<file path="src/rtl/lr_pkt_arbiter.sv">
// Packet-atomic 2:1 arbiter for the 134-bit LCM packet path (UM stream on A, beacon reports on B),
// plus the periodic report trigger and the missed-report / malformed-header counters.
module lr_pkt_arbiter #(
  parameter int unsigned B_BURST_MAX = 4
) (
  input  logic         clk,
  input  logic         rst_n,
  input  logic         a_data_wr_i,
  input  logic [133:0] a_data_i,
  input  logic         a_data_valid_i,
  input  logic         a_data_valid_wr_i,
  output logic         a_ready_o,
  input  logic         b_data_wr_i,
  input  logic [133:0] b_data_i,
  input  logic         b_data_valid_i,
  input  logic         b_data_valid_wr_i,
  output logic         b_ready_o,
  output logic         out_data_wr_o,
  output logic [133:0] out_data_o,
  output logic         out_data_valid_o,
  output logic         out_data_valid_wr_o,
  input  logic [31:0]  cfg_report_period_i,
  output logic         rpt_req_o,
  output logic [15:0]  rpt_overrun_cnt_o,
  output logic [15:0]  hdr_err_cnt_o
);

  localparam logic [3:0]  BMAX = 4'(B_BURST_MAX);
  localparam logic [1:0]  HDR_FIRST = 2'b01;
  localparam logic [1:0]  HDR_MID   = 2'b11;
  localparam logic [1:0]  HDR_LAST  = 2'b10;
  localparam logic [15:0] CNT_MAX   = 16'hFFFF;

  typedef enum logic [1:0] {IDLE, GNT_A, GNT_B} state_t;

  state_t        state_q;
  logic [3:0]    burst_cnt_q;
  logic          first_q;
  logic          out_data_wr_q;
  logic [133:0]  out_data_q;
  logic          out_data_valid_q;
  logic          out_data_valid_wr_q;
  logic [31:0]   period_cnt_q, period_cnt_d;
  logic          rpt_req_q;
  logic          rpt_pending_q;
  logic [15:0]   rpt_overrun_cnt_q;
  logic [15:0]   hdr_err_cnt_q;

  logic          xfer;
  logic [133:0]  x_data;
  logic          x_valid;
  logic          x_valid_wr;
  logic [1:0]    x_hdr;
  logic          hdr_bad;
  logic          rpt_fire;
  logic          rpt_clr;

  assign a_ready_o           = (state_q == GNT_A);
  assign b_ready_o           = (state_q == GNT_B);
  assign out_data_wr_o       = out_data_wr_q;
  assign out_data_o          = out_data_q;
  assign out_data_valid_o    = out_data_valid_q;
  assign out_data_valid_wr_o = out_data_valid_wr_q;
  assign rpt_req_o           = rpt_req_q;
  assign rpt_overrun_cnt_o   = rpt_overrun_cnt_q;
  assign hdr_err_cnt_o       = hdr_err_cnt_q;

  always_comb begin
    xfer       = (a_ready_o && a_data_wr_i) || (b_ready_o && b_data_wr_i);
    x_data     = b_ready_o ? b_data_i : a_data_i;
    x_valid    = b_ready_o ? b_data_valid_i : a_data_valid_i;
    x_valid_wr = b_ready_o ? b_data_valid_wr_i : a_data_valid_wr_i;
    x_hdr      = x_data[133:132];
    // A single-beat packet (10 on the first beat) is legal; 00 is never legal.
    hdr_bad    = xfer && ((x_hdr == 2'b00) ||
                          (first_q  && x_hdr == HDR_MID) ||
                          (!first_q && x_hdr == HDR_FIRST));
    rpt_clr    = b_ready_o && b_data_wr_i && (b_data_i[133:132] == HDR_FIRST);
    rpt_fire   = (cfg_report_period_i != 32'd0) &&
                 (period_cnt_q >= cfg_report_period_i - 32'd1);
    if (cfg_report_period_i == 32'd0 || rpt_fire) period_cnt_d = 32'd0;
    else                                          period_cnt_d = period_cnt_q + 32'd1;
  end

  always_ff @(posedge clk or negedge rst_n) begin
    if (!rst_n) begin
      state_q             <= IDLE;
      burst_cnt_q         <= 4'd0;
      first_q             <= 1'b0;
      out_data_wr_q       <= 1'b0;
      out_data_q          <= '0;
      out_data_valid_q    <= 1'b0;
      out_data_valid_wr_q <= 1'b0;
      period_cnt_q        <= 32'd0;
      rpt_req_q           <= 1'b0;
      rpt_pending_q       <= 1'b0;
      rpt_overrun_cnt_q   <= 16'd0;
      hdr_err_cnt_q       <= 16'd0;
    end else begin
      case (state_q)
        IDLE: begin
          if (b_data_wr_i && (burst_cnt_q < BMAX || !a_data_wr_i)) begin
            state_q     <= GNT_B;
            first_q     <= 1'b1;
            burst_cnt_q <= (burst_cnt_q < BMAX) ? burst_cnt_q + 4'd1 : burst_cnt_q;
          end else if (a_data_wr_i) begin
            state_q     <= GNT_A;
            first_q     <= 1'b1;
            burst_cnt_q <= 4'd0;
          end
        end
        GNT_A, GNT_B: begin
          if (xfer) begin
            first_q <= 1'b0;
            if (x_hdr == HDR_LAST) state_q <= IDLE;
          end
        end
        default: state_q <= IDLE;
      endcase

      out_data_wr_q       <= xfer;
      out_data_q          <= xfer ? x_data : '0;
      out_data_valid_q    <= xfer && x_valid;
      out_data_valid_wr_q <= xfer && x_valid_wr;

      if (hdr_bad && hdr_err_cnt_q != CNT_MAX) hdr_err_cnt_q <= hdr_err_cnt_q + 16'd1;

      period_cnt_q <= period_cnt_d;
      rpt_req_q    <= rpt_fire;

      // A trigger landing together with the clearing B header wins and is not an overrun.
      if (rpt_req_q) begin
        rpt_pending_q <= 1'b1;
        if (rpt_pending_q && !rpt_clr && rpt_overrun_cnt_q != CNT_MAX)
          rpt_overrun_cnt_q <= rpt_overrun_cnt_q + 16'd1;
      end else if (rpt_clr) begin
        rpt_pending_q <= 1'b0;
      end
    end
  end

endmodule

</file>
<file path="config.mk">
export PLATFORM = sky130hd
export DESIGN_NAME = lr_pkt_arbiter
export DESIGN_NICKNAME = d
export VERILOG_FILES = /design/src/rtl/lr_pkt_arbiter.sv
export SDC_FILE = /design/constraint.sdc
export NUM_CORES = 1
export LEC_CHECK = 0
export ABC_AREA = 1
export CORE_MARGIN = 4
export CORE_UTILIZATION = 25
export DETAILED_ROUTE_END_ITERATION = 6
export PLACE_DENSITY = 0.54
export SLEW_MARGIN = 25
export SYNTH_ARGS = -nofsm -noshare
export SYNTH_HDL_FRONTEND = slang
export SYNTH_SLANG_ARGS = --single-unit
</file>
<file path="constraint.sdc">
create_clock -name clk -period 2.73 [get_ports clk]
set_input_delay 0.546 -clock clk [delete_from_list [all_inputs] [get_ports clk]]
set_output_delay 0.546 -clock clk [all_outputs]
set_load 0.005 [all_outputs]
</file>
* Word-level counts from Yosys, hierarchy flattened *
Index checks and enable logic that the tools add are counted.

operators by class
  $lt $le $gt $ge = 2
  muxes and demuxes = 19
  reduce and logical (&&, ||, !) cells = 33
  add/sub/neg operators = 5
  eq/ne operators = 12

operator list
  operator                                                     count
  two-way mux 134 bit                                          2
  adder 16 x 1 -> 16 bit (second input constant)               2
  adder 32 x 1 -> 32 bit (second input constant)               1
  >= comparator 32 bit                                         1
  logical NOT 32 bit                                           1
  two-way mux 32 bit                                           1
  != test 16 bit (second input constant)                       2
  nonzero test 32 bit                                          1
  subtractor 32 x 1 -> 32 bit (second input constant)          1
  logical AND 1 bit                                            13
  two-way mux 4 bit                                            3
  AND reduction 3 bit                                          3
  two-way mux 2 bit                                            4
  two-way mux 1 bit                                            7
  equality test 2 x 1 -> 1 bit (second input constant)         3
  equality test 2 bit (second input constant)                  3
  != test 2 bit (second input constant)                        3
  nonzero test 2 bit                                           3
  logical OR 1 bit                                             5
  adder 4 x 1 -> 4 bit (second input constant)                 1
  logical NOT 2 bit                                            2
  less-than comparator 4 x 3 -> 1 bit (second input constant)  1
  one-hot mux 2 bit (2 select lines)                           1
  logical NOT 1 bit                                            3
  other kinds (4)                                              4

storage, ports and cells
  output and inout port bits = 172
  register bits after elaboration = 210
  logic and storage cells = 83

* Depth between registers and ports, before layout *
  word-level depth = 8
  mapped depth = 20
  mapped depth without buffers = 19

* Worst setup path before layout *
No wires, ideal clock.

  path kind = in2reg
  from = input port cfg_report_period_i[0]
  to = register period_cnt_q[4]
  arrival = 2,674 ps
  setup time = 71 ps
  stages on the path = 17
  slack = -15 ps
  path buffers = 1
  cell sequence = inv_1 ha_1 nand2_2 nor2_4 nand2_2 nor3_2 nand3_1 xor2_1 ha_1 nand2_1 nor2_1 nand2_1 inv_1 a21oi_1 nand3_2 buf_6 nor2_1

between the ends
  cells in the longest elaborated chain, start to end = 5

ends and longest elaborated chain
  item                         line  RTL
  start, declared              22    input logic [31:0] cfg_report_period_i,
  subtractor 32 x 1 -> 32 bit  80    (period_cnt_q >= cfg_report_period_i - 32'd1);
  >= comparator 32 bit         80
  logical AND 1 bit            79    rpt_fire = (cfg_report_period_i != 32'd0) &&
  logical OR 1 bit (*)         81    if (cfg_report_period_i == 32'd0 || rpt_fire) period_cnt_d = 32'd0;
  two-way mux 32 bit (*)       81
  net period_cnt_d[4]          43    logic [31:0] period_cnt_q, period_cnt_d;
  end signal, assigned         128   period_cnt_q <= period_cnt_d;
  end, declared                43

The timed path passes the listed nets; every way through them passes the cells marked *.
A chain may end at the register's enable or synchronous reset.

* Worst setup path in the final report *
  from = input port cfg_report_period_i[26]
  to = register period_cnt_q[21]

Same word-level chain as after synthesis.

==> results.md <==
* Compound-Gate Fraction of Synth Area at 0.0200
* Fill cells at 4813
* Die Y at 225 um
* Average size of a mapped cell at 7.25 um2
* Seq cells post-synth at 210
* EDFF count, synth at 0
* Skew final at 0.0140 ns
* Seq pwr share at 0.322
* Vias in the first global route at 11900
* Num CTS Buffers at 27
* Max incr delay on CP at 0.45 ns
* Crit path arrival time at 3.07 ns
* Clk root buf: clkbuf_16
* Post-layout min period at 2.60 ns
* Initial core utilization at 0.253
* Hold Crit Depth at 1
* FF-to-FF path depth at 10
* # nets final at 2533
* Sw frac at 0.337
* Power Density at 621 mW/mm2
* First DRT Iteration DRCs at 604
* Clk pwr share at 0.308
* Clock Tree Buf Depth at 3
* Fraction of registers with async set/reset at 1.00
* Primary FF master, synth: dfrtp_1
* All-layer global routing usage at 0.170
* Synth top area cells: dfrtp_1 (44%), nand2_1 (24%), inv_1 (6.9%)
* Layout cells sized above 1 at 0.121
* Commonest non-fill, non-tap cells in the layout: nand2_1 (742), clkdlybuf4s50_1 (455), inv_1 (210), dfrtp_1 (210), buf_4 (86)
* Cell Chain, Critical Path: clkdlybuf4s50_1 > nor2_1 > and2_4 > nand4_1 > nor2_4 > xor2_2 > ha_1 > a21oi_1 > o21a_1 > nand2_1 > a21oi_2 > nand3_4 > buf_12 > buf_16 > nor2_4
* CP delay by family, top: simple AND/OR/NAND/NOR gates
* Netlist Area Pre-Place at 0.0118 mm2
* Post-synth cell types at 38
* Core ar. at 0.0467 mm2
* Int Pwr at 7950 uW
* Hold Crit Endpoint: burst_cnt_q[0]
* CTS sink cnt at 210
* Most common cell after layout, fill and taps aside: nand2_1
* Final hold violations at 0
* Drt via density at 4.16
* GPL Wtd Cong at 0.869
* Count of final setup violators at 0
* Status: complete, no violations
* Htree depth at 1
* Die W at 225 um
* Comb pwr share at 0.369
* Skew-Pair Late Insertion Delay at 0.55 ns
* # rows at 79
* Startpoint Class: input port
* Hold slack at 0.477 ns
* Leak at 0.0100 uW
* WL/cell at 15.8 um
* Fin. max-slew vios at 0
* Detailed Route WL at 44.6 mm
* Net Switching at 4040 uW
* Worst Path Required at 3.20 ns
* Max-cap viol count at 0
* Area growth, synth to finish at 63.3%
* Post-synthesis simple-gate area fraction at 0.339
* Internal reg-to-reg setup slack at 0.53 ns
* Cells after Synth at 1629
* Power Total at 12000 uW
* Final period util at 0.952
* R2R Path Start: state_q[0]
* Global-route wire length before repair at 67.6 mm
* Sequential area share after synthesis at 0.445
* Clk slew on worst S/H paths at 0.06 ns
* Total negative slack at 0 ns
* Placement Setup Slack at -0.674 ns
* I/O pins at 480
* Drt drc at 0
* FMAX at 385 MHz
* Synth top area share at 0.445
* Hold Path Origin: burst_cnt_q[0]
* Synth Net Count at 1978
* Mux contribution to synthesized area at 0
* Total number of vias at 11700
* Grt ovf at 0
* Total number of yosys warnings at 0
* Synth Area in Adders at 0.0434
* Detailed placer's ending HPWL at 35.2 mm
* IO buf count at 479
* Hold crit path type: flop to flop
* Initial antenna violation count at 10
* Yosys top cell by area: dfrtp_1
* Setup crit end kind: flop
* Final WS setup at 0.130 ns
* Xor/xnor share of the synthesized area at 0.0600
* Most frequent cell on the critical path: nor2_4
* Least-Margin Pin Slew at 0.727 ns
* Worst vdd ir at 0.000420 V
* CP Class: input port to flop
* Slew headroom at 0.515
* DRT Pass-1 Iters at 5
* Largest net degree at the start of global routing at 136
* CP max-delay cell: clkdlybuf4s50_1
* Critical R2R Capture: hdr_err_cnt_o[15]
* Largest family of logic cells by synthesized area: simple AND/OR/NAND/NOR gates
* Final ANT Viol Nets at 0
* CTS tree: yes
* Die area at 0.0508 mm2
* Crit path max fanout at 7
* WP buf/inv at 3
[sequential cells by signal (all words and copies together), names as in the netlist, 2 cells and up]
register           cells
burst_cnt_q            4
period_cnt_q          32
out_data_o           134
hdr_err_cnt_o         16
rpt_overrun_cnt_o     16
state_q                2
[power by group through the flow]
| stage | Sequential, uW | Combinational (uW) | Clock, uW |
|---|---|---|---|
| 2_1_floorplan | 3970 | 1940 | 0 |
| 3_3_place_gp | 3910 | 4480 | 0 |
| 3_5_place_dp | 3920 | 4490 | 0 |
| 4_1_cts | 3870 | 4520 | 3850 |
| 5_1_grt | 3930 | 4950 | 3960 |
| 6_report | 3870 | 4430 | 3700 |
[synthesized netlist by cell type, types with 2 or more instances]
library cell and number:
nand3_1 29, ha_1 41, clkbuf_1 27, nor3_1 25, nor4_1 2, nor2_2 5, xnor2_1 25, buf_2 9
buf_4 5, dfrtp_1 210, nand4_1 16, a21o_1 2, nand2_2 5, a21oi_1 17, o21ai_0 6, nor3_2 9
xor2_1 56, nand3b_1 2, nand3_2 4, inv_1 217, nor2_4 5, o21bai_1 2, o21ai_1 7, buf_6 4
buf_1 7, nand3_4 2, nand2_1 747, o21a_1 2, inv_2 6, nor3b_1 2, nor2_1 126
[logic make-up (layout without fill, tap and decap cells)]
family,count (synthesis),in the layout
flops,210,210
xor+xnor,81,81
fa+ha+maj,41,41
compound gates,40,40
other cells,0,2
buf+inv,275,850
simple gates,982,982
[cell type report]
class	instances	area, um2	area share
multi-input cells	1144	5850	0.303
diodes	2	5.00	0.000259
clock inverters	13	185	0.00960
flip-flops and latches	210	5260	0.272
well taps	607	759	0.0394
clock buffers	36	739	0.0383
repair buffers	578	5660	0.293
inverters	223	845	0.0438
[metrics by stage]
stage,util,cells,cell area (um2)
6_report,0.414,2813,19300
2_1_floorplan,-,1629,11800
5_1_grt,0.414,2811,19300
3_5_place_dp,0.381,2738,17800
3_3_place_gp,0.381,2738,17800
4_1_cts,0.405,2798,18900
[how the worst max path moves through the flow]
stage                     slack (ns)  cells after the start                     from          endpoint
final                           0.13                     15  cfg_report_period_i[26]  period_cnt_q[21]
after global routing           -0.03                     17   cfg_report_period_i[3]  period_cnt_q[21]
after CTS                      0.003                     18  cfg_report_period_i[13]   period_cnt_q[0]
after detailed placement       -0.67                     19   cfg_report_period_i[3]   period_cnt_q[5]
after global placement         -0.62                     18   cfg_report_period_i[1]   period_cnt_q[8]
after floorplan                0.009                     17   cfg_report_period_i[0]   period_cnt_q[4]
[repair_timing]
item	4_1_cts	5_1_grt
pin swaps	12	46
gates resized for setup	28	117
hold buffers	1	0
setup endpoints to repair	32	33
hold endpoints to repair	59	0
setup buffers	8	15
gates cloned	2	0
[metal layers]
layer	vias up	GRT usage	routed length [um]
li1	5973	-	-
met1	5319	0.206	18300
met2	334	0.294	21900
met3	64	0.0547	3230
met4	16	0.0366	1050
met5	-	0	113
(Power assumes the default switching activity.)
